## src/rtl/btn_debounce.sv

```systemverilog
`default_nettype none
// ============================================================================
// Module      : btn_debounce
// Description : Push-button conditioner: 2-FF synchronizer, debounce FSM,
//               press/release/long-press strobes and an 8-bit press counter.
//               Optional auto-repeat when BTN_AUTOREPEAT_EN is defined.
// Revision    : 1.0 - initial release
// ============================================================================
module btn_debounce #(
    parameter int CLK_FREQ    = 100_000_000,
    parameter int DEBOUNCE_MS = 20,
    parameter int LONG_MS     = 1000,
    parameter int REPEAT_MS   = 200,
    parameter int ACTIVE_LOW  = 1
) (
    input  logic       clk,
    input  logic       rst_n,
    input  logic       btn_in,
    output logic       btn_level,
    output logic       btn_press,
    output logic       btn_release,
    output logic       long_press,
    output logic [7:0] press_count
);

    localparam int c_db_cnt   = (CLK_FREQ / 1000) * DEBOUNCE_MS;
    localparam int c_long_cnt = (CLK_FREQ / 1000) * LONG_MS;
    localparam int c_db_w     = (c_db_cnt > 1) ? $clog2(c_db_cnt) : 1;
    // One extra code so the hold counter can park above the strobe point.
    localparam int c_long_w   = $clog2(c_long_cnt + 1);

    localparam logic [c_db_w-1:0]   c_db_last   = c_db_w'(c_db_cnt - 1);
    localparam logic [c_long_w-1:0] c_long_last = c_long_w'(c_long_cnt - 1);
    localparam logic [c_long_w-1:0] c_long_sat  = c_long_w'(c_long_cnt);
    localparam logic                c_pin_idle  = (ACTIVE_LOW != 0);

    localparam logic [1:0] c_st_idle      = 2'd0;
    localparam logic [1:0] c_st_press_chk = 2'd1;
    localparam logic [1:0] c_st_pressed   = 2'd2;
    localparam logic [1:0] c_st_rel_chk   = 2'd3;

    if (DEBOUNCE_MS < 1 || LONG_MS <= DEBOUNCE_MS || REPEAT_MS < 1) begin : g_bad_cfg
        $error("btn_debounce: invalid timing parameters");
    end

    logic                r_sync1;
    logic                r_sync2;
    logic                w_act;
    logic [1:0]          r_state;
    logic [1:0]          w_state_next;
    logic [c_db_w-1:0]   r_db_cnt;
    logic [c_db_w-1:0]   w_db_next;
    logic [c_long_w-1:0] r_long_cnt;
    logic                w_accept_press;
    logic                w_accept_release;
    logic                w_held;
    logic                w_rep_fire;
    logic                r_level;
    logic                r_press;
    logic                r_release;
    logic                r_long;
    logic [7:0]          r_count;

    always_ff @(posedge clk or negedge rst_n) begin
        if (!rst_n) begin
            r_sync1 <= c_pin_idle;
            r_sync2 <= c_pin_idle;
        end else begin
            r_sync1 <= btn_in;
            r_sync2 <= r_sync1;
        end
    end

    assign w_act  = r_sync2 ^ c_pin_idle;
    assign w_held = (r_state == c_st_pressed) || (r_state == c_st_rel_chk);

    always_comb begin
        w_state_next     = r_state;
        w_db_next        = r_db_cnt;
        w_accept_press   = 1'b0;
        w_accept_release = 1'b0;
        case (r_state)
            c_st_idle: begin
                w_db_next = '0;
                if (w_act) w_state_next = c_st_press_chk;
            end
            c_st_press_chk: begin
                if (!w_act) begin
                    w_state_next = c_st_idle;
                    w_db_next    = '0;
                end else if (r_db_cnt == c_db_last) begin
                    w_state_next   = c_st_pressed;
                    w_db_next      = '0;
                    w_accept_press = 1'b1;
                end else begin
                    w_db_next = r_db_cnt + c_db_w'(1);
                end
            end
            c_st_pressed: begin
                w_db_next = '0;
                if (!w_act) w_state_next = c_st_rel_chk;
            end
            c_st_rel_chk: begin
                if (w_act) begin
                    w_state_next = c_st_pressed;
                    w_db_next    = '0;
                end else if (r_db_cnt == c_db_last) begin
                    w_state_next     = c_st_idle;
                    w_db_next        = '0;
                    w_accept_release = 1'b1;
                end else begin
                    w_db_next = r_db_cnt + c_db_w'(1);
                end
            end
            default: begin
                w_state_next = c_st_idle;
                w_db_next    = '0;
            end
        endcase
    end

    always_ff @(posedge clk or negedge rst_n) begin
        if (!rst_n) begin
            r_state  <= c_st_idle;
            r_db_cnt <= '0;
        end else begin
            r_state  <= w_state_next;
            r_db_cnt <= w_db_next;
        end
    end

    // Hold timer runs across release bounces and saturates so long_press fires once per hold.
    always_ff @(posedge clk or negedge rst_n) begin
        if (!rst_n) begin
            r_long_cnt <= '0;
            r_long     <= 1'b0;
        end else if (!w_held || w_accept_release) begin
            r_long_cnt <= '0;
            r_long     <= 1'b0;
        end else begin
            if (r_long_cnt != c_long_sat) r_long_cnt <= r_long_cnt + c_long_w'(1);
            r_long <= (r_long_cnt == c_long_last);
        end
    end

`ifdef BTN_AUTOREPEAT_EN
    localparam int c_rep_cnt = (CLK_FREQ / 1000) * REPEAT_MS;
    localparam int c_rep_w   = (c_rep_cnt > 1) ? $clog2(c_rep_cnt) : 1;
    localparam logic [c_rep_w-1:0] c_rep_last = c_rep_w'(c_rep_cnt - 1);

    logic [c_rep_w-1:0] r_rep_cnt;
    logic               w_rep_run;

    // Repeat interval starts only once the long-press strobe has gone out.
    assign w_rep_run  = w_held && !w_accept_release && (r_long_cnt == c_long_sat);
    assign w_rep_fire = w_rep_run && (r_rep_cnt == c_rep_last);

    always_ff @(posedge clk or negedge rst_n) begin
        if (!rst_n) begin
            r_rep_cnt <= '0;
        end else if (!w_rep_run || w_rep_fire) begin
            r_rep_cnt <= '0;
        end else begin
            r_rep_cnt <= r_rep_cnt + c_rep_w'(1);
        end
    end
`else
    assign w_rep_fire = 1'b0;
`endif

    always_ff @(posedge clk or negedge rst_n) begin
        if (!rst_n) begin
            r_level   <= 1'b0;
            r_press   <= 1'b0;
            r_release <= 1'b0;
            r_count   <= 8'h00;
        end else begin
            r_press   <= w_accept_press | w_rep_fire;
            r_release <= w_accept_release;
            if (w_accept_press) r_level <= 1'b1;
            else if (w_accept_release) r_level <= 1'b0;
            if (w_accept_press || w_rep_fire) r_count <= r_count + 8'd1;
        end
    end

    assign btn_level   = r_level;
    assign btn_press   = r_press;
    assign btn_release = r_release;
    assign long_press  = r_long;
    assign press_count = r_count;

endmodule
`default_nettype wire

```

## config.mk

```make
export PLATFORM = sky130hd
export DESIGN_NAME = btn_debounce
export DESIGN_NICKNAME = d
export VERILOG_FILES = /design/src/rtl/btn_debounce.sv
export SDC_FILE = /design/constraint.sdc
export NUM_CORES = 1
export LEC_CHECK = 0
export CAP_MARGIN = 20
export CORE_MARGIN = 2
export CORE_UTILIZATION = 60
export DETAILED_ROUTE_END_ITERATION = 8
export PLACE_DENSITY_LB_ADDON = 0.25
export SLEW_MARGIN = 5
export SYNTH_ARGS = -nofsm -noshare
export SYNTH_HDL_FRONTEND = slang
export SYNTH_SLANG_ARGS = --single-unit
```

## constraint.sdc

```tcl
create_clock -name clk -period 2.55 [get_ports clk]
set_input_delay 0.765 -clock clk [delete_from_list [all_inputs] [get_ports clk]]
set_output_delay 0.765 -clock clk [all_outputs]
set_load 0.02 [all_outputs]
```

==> impl_metrics.env <==
export IMPL_synth_fp_nets=329
export IMPL_io_pins=15
export IMPL_drt_total_wl_mm=6.14
export IMPL_rsz0062_at_grt="false"
export IMPL_layout_commonest_cell="dfrtp_1"
export IMPL_r2r_end="r_long_cnt[0]$_DFFE_PN0P_"
export IMPL_leakagePower_nw=1.34
export IMPL_whs_ns=0.363
export IMPL_max_vdd_ir_drop_mv=0.347
export IMPL_power_density_nw_per_um2=533
export IMPL_fin_crit_ns=2.22
export IMPL_status="finished, final reports clean"
export IMPL_cap_violations=0
export IMPL_tightest_slew_ns=0.517
export IMPL_seq_area_frac_synth_pct=49.5
export IMPL_cts_tree="done"
export IMPL_vias_per_cell=6.04
export IMPL_grt_ovfl_total=0
export IMPL_hold_class="reg -> reg"
export IMPL_ys_ff_latch=64
export IMPL_cp_start_kind="register"
export IMPL_hold_viol_final=0
export IMPL_rrSetupSlack_ns=0.33
export IMPL_root_buffer="clkbuf_8"
export IMPL_drc=0
export IMPL_hpwl_mm=4.06
export IMPL_place_congestion=0.838
export IMPL_wire_per_inst_um=14.7
export IMPL_cp_max_fo=28
export IMPL_cp_data_arrival_time_ns=2.44
export IMPL_min_from="r_sync1$_DFF_PN1_"
export IMPL_pre_cts_ws_ns=0.326
export IMPL_finClkSkew_ns=0.0144
export IMPL_worstReg2RegStart="r_db_cnt[0]$_DFF_PN0_"
export IMPL_die_x_um=77.5
export IMPL_drt_iter0_drc=199
export IMPL_num_rows=26
export IMPL_grt_pass1_vias=2436
export IMPL_yosysWarnings=0
export IMPL_dieArea_um2=6010
export IMPL_clkTransAtPathRegs_ns=0.07
export IMPL_report_final_slew_viol_count=0
export IMPL_final_cell_mix="62 x dfrtp_1, 34 x nor2_1, 24 x xnor2_1"
export IMPL_fin_crit_sh_pct=87.2
export IMPL_die_y_um=77.5
export IMPL_drive_above_1_share_pct=8.91
export IMPL_grtUsageTotal_pct=22.6
export IMPL_syn_inst=322
export IMPL_core_um2=5170
export IMPL_diodes=0
export IMPL_start_util_pct=62.7
export IMPL_cts_setup_buffers=0
export IMPL_cts_buffers=9
export IMPL_dr_pass1_iters=4
export IMPL_synth_async_sr_flop_share_pct=100
export IMPL_cts_resized=0
export IMPL_grt_start_max_net_pins=65
export IMPL_clockBufferDepth=2
export IMPL_max_freq_mhz=450
export IMPL_hold_end="r_sync2$_DFF_PN1_"
export IMPL_reg2reg_depth=6
export IMPL_antenna_found_initial=0
export IMPL_avgSynthCellArea_um2=10.1
export IMPL_ant_nets=0
export IMPL_synth_edff_count=0
export IMPL_cts_sinks=64
export IMPL_setup_viol=0
export IMPL_fin_ws_ns=0.325
export IMPL_vias=2524
export IMPL_grt_pass1_wl_mm=10.8
export IMPL_area_growth_pct=12.3
export IMPL_clock_latency_ns=0.34
export IMPL_htree_num_levels=3
export IMPL_synth_top_flop_cell="dfrtp_1"
export IMPL_syn_area_um2=3240
export IMPL_cp_end_kind="register"
export IMPL_fillers=369
export IMPL_critPathRequiredTime_ns=2.76
export IMPL_slew_headroom_pct=65.1
export IMPL_setup_tns_ns=0
export IMPL_io_buffer_count=14
export IMPL_ys_types=41
export IMPL_worstHoldPathCells=0
export IMPL_cts_hold_buffers=0
export IMPL_critPathKind="reg -> reg"
export IMPL_layout_nets=350
-- logic make-up (layout without fill, tap and decap cells) --
group                      Yosys count  after routing  share of synthesized area (%)
buffers and inverters               27             53                           4.36
AOI/OAI and AO/OA                   42             42                           8.22
DFF                                 64             64                           49.5
xor gates and xnor gates            34             34                           9.19
muxes                                2              2                          0.656
adders and majority gates            4              4                           1.54
and+or+nand+nor                    149            149                           26.6
-- final cells by class --
| type | count | area, µm² | share of cell area (%) |
|---|---|---|---|
| well taps | 70 | 87.6 | 2.41 |
| clock inverters | 2 | 37.5 | 1.03 |
| inverters | 18 | 67.6 | 1.86 |
| clock buffers | 14 | 163 | 4.47 |
| repair buffers | 19 | 185 | 5.09 |
| flip-flops and latches | 64 | 1600 | 44.1 |
| multi-input cells | 231 | 1500 | 41.1 |
-- power breakdown --
part           switching (mW)  total (mW)  leakage [nW]  internal (mW)
clock network           0.371       0.878        0.0969          0.507
logic                  0.0279      0.0375         0.363        0.00957
registers             0.00446        1.02         0.884           1.02
-- per-layer routing --
layer / global-route usage, % / share of wire [%] / up-vias
met5: 0 / 0 / -
met4: 9.11 / 1.6 / 0
met3: 5.70 / 3.9 / 11
met2: 38.1 / 50 / 60
met1: 27.8 / 44 / 1246
li1: - / - / 1207
-- worst max-delay path by stage --
stage	cells after the start	from	to
finish	6	r_db_cnt[0]$_DFF_PN0_	r_long_cnt[0]$_DFFE_PN0P_
global route	5	r_db_cnt[9]$_DFF_PN0_	long_press$_DFF_PN0_
CTS	5	r_db_cnt[0]$_DFF_PN0_	press_count[1]$_DFFE_PN0P_
detailed placement	6	r_db_cnt[0]$_DFF_PN0_	long_press$_DFF_PN0_
global placement	5	r_db_cnt[9]$_DFF_PN0_	long_press$_DFF_PN0_
floorplan	6	r_db_cnt[0]$_DFF_PN0_	r_long_cnt[25]$_DFFE_PN0P_
-- synthesized netlist by cell type (2+ instances only) --
cell type | count | area share (%)
dfrtp_1 | 62 | 48
nor2_1 | 34 | 3.9
xnor2_1 | 24 | 6.5
a21oi_1 | 19 | 2.9
inv_1 | 18 | 2.1
nand3_1 | 18 | 2.8
nand2_1 | 14 | 1.6
nand4_1 | 14 | 2.7
nor3_1 | 13 | 2.0
nor4_1 | 10 | 1.9
o31ai_1 | 10 | 2.3
xor2_1 | 10 | 2.7
or3_1 | 9 | 1.7
or4_1 | 9 | 2.1
o21ai_0 | 8 | 1.2
nor4b_1 | 6 | 1.6
buf_6 | 5 | 1.7
and4_1 | 4 | 1.1
ha_1 | 4 | 1.5
and3_1 | 3 | 0.58
buf_2 | 2 | 0.31
clkbuf_1 | 2 | 0.23
dfstp_2 | 2 | 1.6
nor2b_1 | 2 | 0.39
nor3b_1 | 2 | 0.46
or4_4 | 2 | 0.69
or4b_1 | 2 | 0.62
-- flip-flops by register name, summed over array words and instances, names as in the netlist, named ones only --
name	cells
r_state	1
r_sync2	1
btn_release	1
r_db_cnt	21
r_long_cnt	27
press_count	8
long_press	1
btn_level	1
btn_press	1
r_sync1	1
-- metrics by stage --
step	cell area, µm²	cells	util [%]	power (mW)
detailed placement	3440	402	66.5	1.08
CTS	3640	418	70.4	1.96
finish	3640	418	70.4	1.94
floorplan	3240	322	-	1.05
global placement	3440	402	66.5	1.08
global route	3640	418	70.4	2.00
-- worst max-delay path, stage by stage (launching register included) --
cell	delay (ns)
dfrtp_1	0.38
ha_1	0.23
nand3_2	0.16
or4_4	0.65
o31ai_4	0.25
buf_4	0.33
nor3_1	0.10
No activity file was read; power rests on OpenSTA's default activity.
